`src/rtl/push_button_debouncer.sv`:
```
// Push-button conditioner: synchronises the raw pin, debounces it with a four-state FSM and
// produces a clean level plus registered rise, fall and long-press pulses.
module push_button_debouncer #(
    parameter int SYNC_STAGES     = 2,
    parameter int DEBOUNCE_CYCLES = 16,
    parameter int HOLD_CYCLES     = 1000,
    parameter int CNT_WIDTH       = 16
) (
    input  logic clk,
    input  logic rst_n,
    input  logic button_raw,
    output logic btn_level,
    output logic btn_rise,
    output logic btn_fall,
    output logic btn_hold,
    output logic btn_busy
);

    typedef enum logic [1:0] {
        IDLE_LOW  = 2'd0,
        WAIT_HIGH = 2'd1,
        IDLE_HIGH = 2'd2,
        WAIT_LOW  = 2'd3
    } state_t;

    localparam logic [CNT_WIDTH-1:0] DEB_LAST = CNT_WIDTH'(DEBOUNCE_CYCLES - 1);
    localparam logic [CNT_WIDTH-1:0] HOLD_MAX = CNT_WIDTH'(HOLD_CYCLES);
    localparam logic [CNT_WIDTH-1:0] ONE      = CNT_WIDTH'(1);

    logic [SYNC_STAGES-1:0] sync_q;
    logic                   sync_b;
    state_t                 state;
    logic [CNT_WIDTH-1:0]   cnt;
    logic [CNT_WIDTH-1:0]   hold_cnt;
    logic                   hold_inc;
    logic                   hold_last;

    assign sync_b = sync_q[SYNC_STAGES-1];

    always_ff @(posedge clk or negedge rst_n) begin
        if (!rst_n) sync_q <= '0;
        else        sync_q <= {sync_q[SYNC_STAGES-2:0], button_raw};
    end

    // Hold counter saturates at HOLD_MAX, so the pulse fires only on the reaching edge.
    assign hold_inc  = (HOLD_CYCLES != 0) && (hold_cnt != HOLD_MAX);
    assign hold_last = hold_inc && (hold_cnt == HOLD_MAX - ONE);

    always_ff @(posedge clk or negedge rst_n) begin
        if (!rst_n) begin
            state     <= IDLE_LOW;
            cnt       <= '0;
            hold_cnt  <= '0;
            btn_level <= 1'b0;
            btn_rise  <= 1'b0;
            btn_fall  <= 1'b0;
            btn_hold  <= 1'b0;
            btn_busy  <= 1'b0;
        end else begin
            btn_rise <= 1'b0;
            btn_fall <= 1'b0;
            btn_hold <= 1'b0;
            case (state)
                IDLE_LOW: begin
                    hold_cnt <= '0;
                    if (sync_b) begin
                        state    <= WAIT_HIGH;
                        cnt      <= ONE;
                        btn_busy <= 1'b1;
                    end
                end
                WAIT_HIGH: begin
                    if (!sync_b) begin
                        state    <= IDLE_LOW;
                        cnt      <= '0;
                        btn_busy <= 1'b0;
                    end else if (cnt == DEB_LAST) begin
                        state     <= IDLE_HIGH;
                        cnt       <= '0;
                        hold_cnt  <= '0;
                        btn_level <= 1'b1;
                        btn_rise  <= 1'b1;
                        btn_busy  <= 1'b0;
                    end else begin
                        cnt <= cnt + ONE;
                    end
                end
                IDLE_HIGH: begin
                    if (hold_inc) hold_cnt <= hold_cnt + ONE;
                    btn_hold <= hold_last;
                    if (!sync_b) begin
                        state    <= WAIT_LOW;
                        cnt      <= ONE;
                        btn_busy <= 1'b1;
                    end
                end
                WAIT_LOW: begin
                    if (sync_b) begin
                        // Glitch while high: the press is still in progress, keep hold_cnt.
                        state    <= IDLE_HIGH;
                        cnt      <= '0;
                        btn_busy <= 1'b0;
                        if (hold_inc) hold_cnt <= hold_cnt + ONE;
                        btn_hold <= hold_last;
                    end else if (cnt == DEB_LAST) begin
                        state     <= IDLE_LOW;
                        cnt       <= '0;
                        hold_cnt  <= '0;
                        btn_level <= 1'b0;
                        btn_fall  <= 1'b1;
                        btn_busy  <= 1'b0;
                    end else begin
                        cnt <= cnt + ONE;
                        if (hold_inc) hold_cnt <= hold_cnt + ONE;
                        btn_hold <= hold_last;
                    end
                end
                default: begin
                    state    <= IDLE_LOW;
                    cnt      <= '0;
                    hold_cnt <= '0;
                    btn_busy <= 1'b0;
                end
            endcase
        end
    end

endmodule
```
`config.mk`:
```
export PLATFORM = sky130hd
export DESIGN_NAME = push_button_debouncer
export DESIGN_NICKNAME = d
export VERILOG_FILES = /design/src/rtl/push_button_debouncer.sv
export SDC_FILE = /design/constraint.sdc
export NUM_CORES = 1
export LEC_CHECK = 0
export ABC_CLOCK_PERIOD_IN_PS = 5850
export BUFFER_PORTS_ARGS = -buffer_cell sky130_fd_sc_hd__buf_2
export CAP_MARGIN = 30
export CORE_MARGIN = 8
export CORE_UTILIZATION = 50
export CTS_CLUSTER_DIAMETER = 60
export DETAILED_ROUTE_END_ITERATION = 10
export PLACE_DENSITY = 0.75
export SLEW_MARGIN = 10
export SYNTH_ARGS = -nofsm -noshare
export SYNTH_HDL_FRONTEND = slang
export SYNTH_SLANG_ARGS = --single-unit
export TNS_END_PERCENT = 5
```
`constraint.sdc`:
```
create_clock -name clk -period 5.85 [get_ports clk]
set_clock_uncertainty 0.15 [all_clocks]
set_input_delay 1.17 -clock clk [delete_from_list [all_inputs] [get_ports clk]]
set_output_delay 1.17 -clock clk [all_outputs]
set_load 0.05 [all_outputs]
```
==> results of run 1 <==
==> routing by layer <==
metal / GRT usage (%) / share of wire (%) / up-vias / wire [um]
li1: - / - / 860 / -
met1: 19.3 / 48 / 804 / 2090
met2: 23.2 / 47 / 30 / 2040
met3: 4.60 / 3.6 / 8 / 159
met4: 6.67 / 1.7 / 0 / 74
met5: 0 / 0 / - / 0
==> sequential cells by signal, indices dropped and copies added, names as in the netlist, named ones only <==
signal / flops
sync_q: 2
btn_busy: 1
hold_cnt: 16
btn_hold: 1
state: 1
btn_level: 1
btn_fall: 1
btn_rise: 1
cnt: 16
==> final cells by class <==
type / instances / area [um^2]
Clock buffer: 5 / 68.8
Clock inverter: 3 / 46.3
Fill cell: 377 / 1870
Inverter: 10 / 37.5
Multi-Input combinational cell: 172 / 1070
Sequential cell: 41 / 1030
Tap cell: 52 / 65.1
Timing Repair Buffer: 10 / 81.3
==> layout by cell type, fill, tap and decap left out, drive strengths merged, types with 2 or more instances in the layout <==
master / Yosys / layout
and3: 4 / 4
mux2i: 3 / 3
nor4: 6 / 6
nand2: 22 / 22
buf: 4 / 10
a21oi: 17 / 17
and2: 4 / 4
xnor2: 10 / 10
inv: 10 / 10
a22o: 4 / 4
or4: 8 / 8
nor2: 17 / 17
dfrtp: 41 / 41
clkbuf: 5 / 5
and4: 2 / 2
xor2: 3 / 3
nand4: 7 / 7
ha: 3 / 3
a2111oi: 4 / 4
o31ai: 3 / 3
or3: 3 / 3
nor3: 9 / 9
o21ai: 18 / 18
nand3: 17 / 17
==> stage by stage <==
| stage | cell area (um^2) | setup WS [ps] | hold WS [ps] | cells |
|---|---|---|---|---|
| global placement | 2230 | 2800 | 182 | 282 |
| finish | 2390 | 2750 | 203 | 293 |
| global route | 2390 | 2580 | 210 | 293 |
| CTS | 2360 | 2740 | 206 | 291 |
| detailed placement | 2240 | 2760 | 186 | 283 |
| floorplan | 2170 | 3250 | 181 | 232 |
==> worst max-delay path by stage <==
| stage | from | end | slack (ps) |
|---|---|---|---|
| 2_1_floorplan | cnt[12] | hold_cnt[6] | 3250 |
| 3_3_place_gp | cnt[12] | hold_cnt[9] | 2800 |
| 3_5_place_dp | cnt[4] | hold_cnt[15] | 2760 |
| 4_1_cts | cnt[4] | hold_cnt[15] | 2740 |
| 5_1_grt | cnt[4] | hold_cnt[5] | 2580 |
| 6_report | cnt[4] | hold_cnt[5] | 2750 |
==> cells by family after synthesis <==
logic type,after synthesis
xor+xnor,13
flops,41
compound gates,50
fa+ha+maj,3
mux,4
simple gates,102
buf+inv,19
==> report_power, final <==
part / internal, mW / switching [mW] / total (mW)
sequential: 0.287 / 0.00527 / 0.293
combinational: 0.0106 / 0.0229 / 0.0335
clock: 0.128 / 0.105 / 0.233
total: 0.426 / 0.134 / 0.559
==> critical path: cells and delay by family, from the launching register on <==
family	cells	cell delay [ps]
AOI/OAI and AO/OA	2	670
DFF	1	430
and+or+nand+nor	3	1680
==> results.md, run 1 <==
* Die area at 0.00672 mm^2
* Die extent in x at 82.0 um
* Pins Over Slew Limit at 0
* I/O Buffers at 7
* Unrepaired setup endpoints after global routing: false
* Main area contributors after synthesis: dfrtp_1 47%, o21ai_0 4.1%, xnor2_1 4.0%, nand3_1 3.9%, nand2_1 3.8%
* Synth cell types at 38
* Reg clk slew, reported paths at 90 ps
* Most used DFF post-synth: dfrtp_1
* Initial antenna violation count at 0
* End of the worst register-to-register path: hold_cnt[5]
* Worst-Skew Late Latency at roughly 300 ps
* Synth Area in XOR/XNOR at ~5.2%
* Hold path cells at 0
* Fin crit share at 53.0%
* Largest net degree at the start of global routing at 42
* Core Region at 0.00426 mm^2
* Clk root buf: clkbuf_8
* TritonCTS clock tree: done
* Iter 0 DRT Violations at 109
* Routed WL at 4360 um
* Flop2flop setup slack at between 2000 and 3000 ps
* Post-CTS Hold Fix Bufs at 0
* Initial cell density of the core at 51.0%
* Pwr dens at 234 mW/mm^2
* Post-synthesis simple-gate area fraction at 24.9%
* Worst path required time at 5840 ps
* Final setup fails at 0
* Fin nets at 246
* TritonCTS buffer count at 5
* Row count at 24
* CP max FO at 16
* Worst Hold Launch: sync_q[0]
* FF+latch count, synth at 41
* Final Util at about 56%
* Hold Vio Cnt, Final at 0
* Clock sink count at 41
* Post-layout min period at between 3000 and 4000 ps
* Overall power at 0.559 mW
* Critical Path AT at 3090 ps
* Post-synthesis area per instance at about 9.4 um^2
* DRC at 0
* Routed vias at 1702
* Tot GR Track Use at 15.2%
* Crit path cell chain: or4_1 > or4_1 > and2_4 > a21oi_2 > a21oi_1
* Maximum clock frequency at about 320 MHz
* Worst r2r path cells at 5
* List of most frequent post-synthesis cells: 41 x dfrtp_1, 22 x nand2_1, 18 x o21ai_0
* PostCTS Resize Cnt at 0
* Post-synth EDFFs at 0
* Worst hold path class: reg -> reg
* Worst setup SP type: flip-flop
* Peak VDD IR at about 0.22 mV
* Overflow after GRT at 0
* Relative slew margins at 40.2%
* Max incr delay on CP at 780 ps
* Crit-path slowest cell: or4_1
* Yosys top cell area share at ~47%
* Largest area contributor in the netlist: dfrtp_1
* Synth Area in Adders at 1.73%
* Layout cell share with drive strength beyond 1 at between 10% and 20%
* Outcome: complete, no violations
* Hold EP: sync_q[1]
* Number of global-route vias before repair at between 1500 and 2000
* Post-route setup TNS at 0 ps
* Crit end category: flip-flop
* Complex-gate fraction of the synthesized area at 15.3%
* Io pins at 8
* Syn Inst Count at 232
* Cell mode on critical path: or4_1
* Post-DP HPWL at 2910 um
* Wire per inst at 14.9 um
* Initial DRT Pass Iterations at 4
* Max-capacitance violation count at 0
* Postcts setup bufs at 0
* Register area share after synthesis at 47.2%
* Kind of critical path: reg -> reg
* Most frequent cell after synthesis: dfrtp_1
* Max clock buf depth at 2
* Area Growth Syn to Fin at 10.0%
* Antenna diode count at 0
* LEAKAGE at 0.968 nW
* DR vias/cell at 5.81
* Ys Warns at 0
* Largest family of logic cells by synthesized area: simple AND/OR/NAND/NOR gates
* Mapped Area at 0.00217 mm^2
* Post-synth ARST share at between 90% and 100%
* Worst flop-to-flop path startpoint: cnt[4]
* Slew @ Worst Pin at 895 ps
* Multiplexer area fraction after synthesis at between 1.5 and 2%
* Net Count, Synth at 238
* Final ANT Viol Nets at 0
* Htree depth at 2
* Die H at 82.0 um
* GP Congestion at 0.860
* Global-route wire length before repair at 8010 um
Note: power is estimated with default switching activity, not from simulation.
==> inputs of run 2 (changes only) <==
- ABC_CLOCK_PERIOD_IN_PS: 5850 -> 2900
- clock period: 5.85 -> 2.9 ns (I/O delays scaled with it)
==> results.md, run 2 (synthesis gave the netlist of run 1 again) <==
* Outcome: complete, no violations (unchanged)
* Initial cell density of the core at 51.0% (unchanged)
* Largest net degree at the start of global routing at 42 (unchanged)
* Postcts setup bufs at 0 (unchanged)
* Number of global-route vias before repair at 1690 (was 1726)
* Die H at 82.0 um (unchanged)
* Unrepaired setup endpoints after global routing: false (unchanged)
* Routed vias at 1757 (was 1702)
* DR vias/cell at 5.90 (was 5.81)
* Finished Layout Cells at 298 (was 293)
* Antenna diode count at 0 (unchanged)
* Global-route wire length before repair at 7470 um (was 8010 um)
* Worst setup SP type: flip-flop (unchanged)
* Core Region at 0.00426 mm^2 (unchanged)
* I/O Buffers at 7 (unchanged)
* Critical Path AT at 2680 ps (was 3090 ps)
* Buf+Inv Stages, Crit Path at 1 (was 0)
* CP delay by family, top: simple AND/OR/NAND/NOR gates (unchanged)
* Final setup fails at 0 (unchanged)
* Routed WL at 4260 um (was 4360 um)
* Most common cell after layout, fill and taps aside: dfrtp_1 (unchanged)
* Slew @ Worst Pin at 620 ps (was 895 ps)
* Pins Over Slew Limit at 0 (unchanged)
* CP max FO at 10 (was 16)
* Crit end category: flip-flop (unchanged)
* TritonCTS buffer count at 5 (unchanged)
* PostCTS Resize Cnt at 0 (unchanged)
* Layout cell share with drive strength beyond 1 at 12.6% (was 12.0%)
* Top Registers: cnt x16, hold_cnt x16, sync_q x2 (unchanged)
* Inst Count DP at 289 (was 283)
* Max clock buf depth at 2 (unchanged)
* Initial DRT Pass Iterations at 4 (unchanged)
* Row count at 24 (unchanged)
* Post-layout min period at 2650 ps (was 3100 ps)
* Met1 global-route usage at 17.0% (was 19.3%)
* Flop2flop setup slack at 250 ps (was 2750 ps)
* Clk root buf: clkbuf_8 (unchanged)
* Busiest grt layer: met2 (unchanged)
* Peak VDD IR at 0.336 mV (was 0.217 mV)
* Kind of critical path: reg -> reg (unchanged)
* Worst r2r path cells at 6 (was 5)
* Post-CTS Hold Fix Bufs at 0 (unchanged)
* End of the worst register-to-register path: hold_cnt[14] (was hold_cnt[5])
* Post-DP HPWL at 3000 um (was 2910 um)
* DRC at 0 (unchanged)
* Crit path cell chain: or4_1 > or4_1 > buf_4 > a2111oi_2 > xnor2_1 > nor2_1 (was or4_1 > or4_1 > and2_4 > a21oi_2 > a21oi_1)
* Maximum clock frequency at 377 MHz (was 323 MHz)
* GR Util met3 at 4.05% (was 4.60%)
* GP Congestion at 0.839 (was 0.860)
* Io pins at 8 (unchanged)
* Max incr delay on CP at 580 ps (was 780 ps)
* Crit-path slowest cell: or4_1 (unchanged)
* Wire per inst at 14.3 um (was 14.9 um)
* Iter 0 DRT Violations at 70 (was 109)
* Hold Vio Cnt, Final at 0 (unchanged)
* Worst flop-to-flop path startpoint: cnt[4] (unchanged)
* Grt met2 use at 22.7% (was 23.2%)
* Worst path required time at 2930 ps (was 5840 ps)
* Worst-Skew Late Latency at 290 ps (was 300 ps)
* Most frequent cells in the layout: 41 x dfrtp_1, 22 x nand2_1, 18 x o21ai_0 (unchanged)
* Pwr dens at 423 mW/mm^2 (was 234 mW/mm^2)
* Final Util at 56.1% (about the same)
* Cell mode on critical path: or4_1 (unchanged)
* Max-capacitance violation count at 0 (unchanged)
* Initial antenna violation count at 0 (unchanged)
* Reg clk slew, reported paths at 70 ps (was 90 ps)
* Area Growth Syn to Fin at 9.95% (was 10.0%)
* Final ANT Viol Nets at 0 (unchanged)
* Overflow after GRT at 0 (unchanged)
* Tot GR Track Use at 14.1% (was 15.2%)
* Fin crit share at 91.5% (was 53.0%)
* Post-route setup TNS at 0 ps (unchanged)
* TritonCTS clock tree: done (unchanged)
* Fin nets at 251 (was 246)
* Die extent in x at 82.0 um (unchanged)
* Cell depth of the worst setup path at 6 (was 5)
* LEAKAGE at 0.976 nW (was 0.968 nW)
* Die area at 0.00672 mm^2 (unchanged)
* Worst hold path class: in -> async (was reg -> reg)
* Htree depth at 2 (unchanged)
* Relative slew margins at 58.3% (was 40.2%)
* Clock sink count at 41 (unchanged)
-- run 2: changes by cell type in the layout (fill, tap and decap cells not counted), sizes merged --
cell / change
clkinvlp: -1
clkbuf: +3
buf: +5
bufinv: -1
clkinv: -1
-- run 2: worst register-to-register path: cells and delay by family (launching register included) --
kind	cells	cell delay [ps]
compound gates	1	410
xor+xnor	1	170
buf+inv	1	200
flops	1	410
simple gates	3	1190
-- run 2: layout make-up --
class,count,area [um^2]
inverters,10,37.5
flip-flops and latches,41,1030
well taps,52,65.1
repair buffers,15,115
fillers,392,1870
clock buffers,8,80.1
multi-input cells,172,1070
-- run 2: power by group --
group | total [mW] | switching [mW] | leakage [nW] | internal, mW
registers | 0.591 | 0.0108 | 0.560 | 0.580
logic | 0.0703 | 0.0466 | 0.377 | 0.0238
clock network | 0.349 | 0.178 | 0.0395 | 0.171
total | 1.01 | 0.235 | 0.976 | 0.775
-- run 2: how the worst max path moves through the flow --
stage / from / to / slack (ps)
2_1_floorplan: cnt[12] / hold_cnt[6] / 300
3_3_place_gp: cnt[12] / hold_cnt[12] / 290
3_5_place_dp: cnt[4] / hold_cnt[14] / 250
4_1_cts: cnt[4] / hold_cnt[14] / 240
5_1_grt: cnt[12] / hold_cnt[7] / 160
6_report: cnt[4] / hold_cnt[14] / 250
-- run 2: metrics by stage --
step                power (mW)  cell area (um^2)  setup WS [ps]  hold slack [ps]
global route              1.06              2390            159              150
floorplan                0.641              2170            298              134
global placement         0.667              2280            290              183
CTS                       1.02              2360            243              204
finish                    1.01              2390            247              113
detailed placement       0.669              2280            251              187
-- run 2: metal layers --
| metal | share of wire (%) | wire, um |
|---|---|---|
| met3 | 5.4 | 230 |
| met4 | 1.4 | 61 |
| met1 | 45 | 1920 |
| met5 | 0 | 0 |
| met2 | 48 | 2040 |
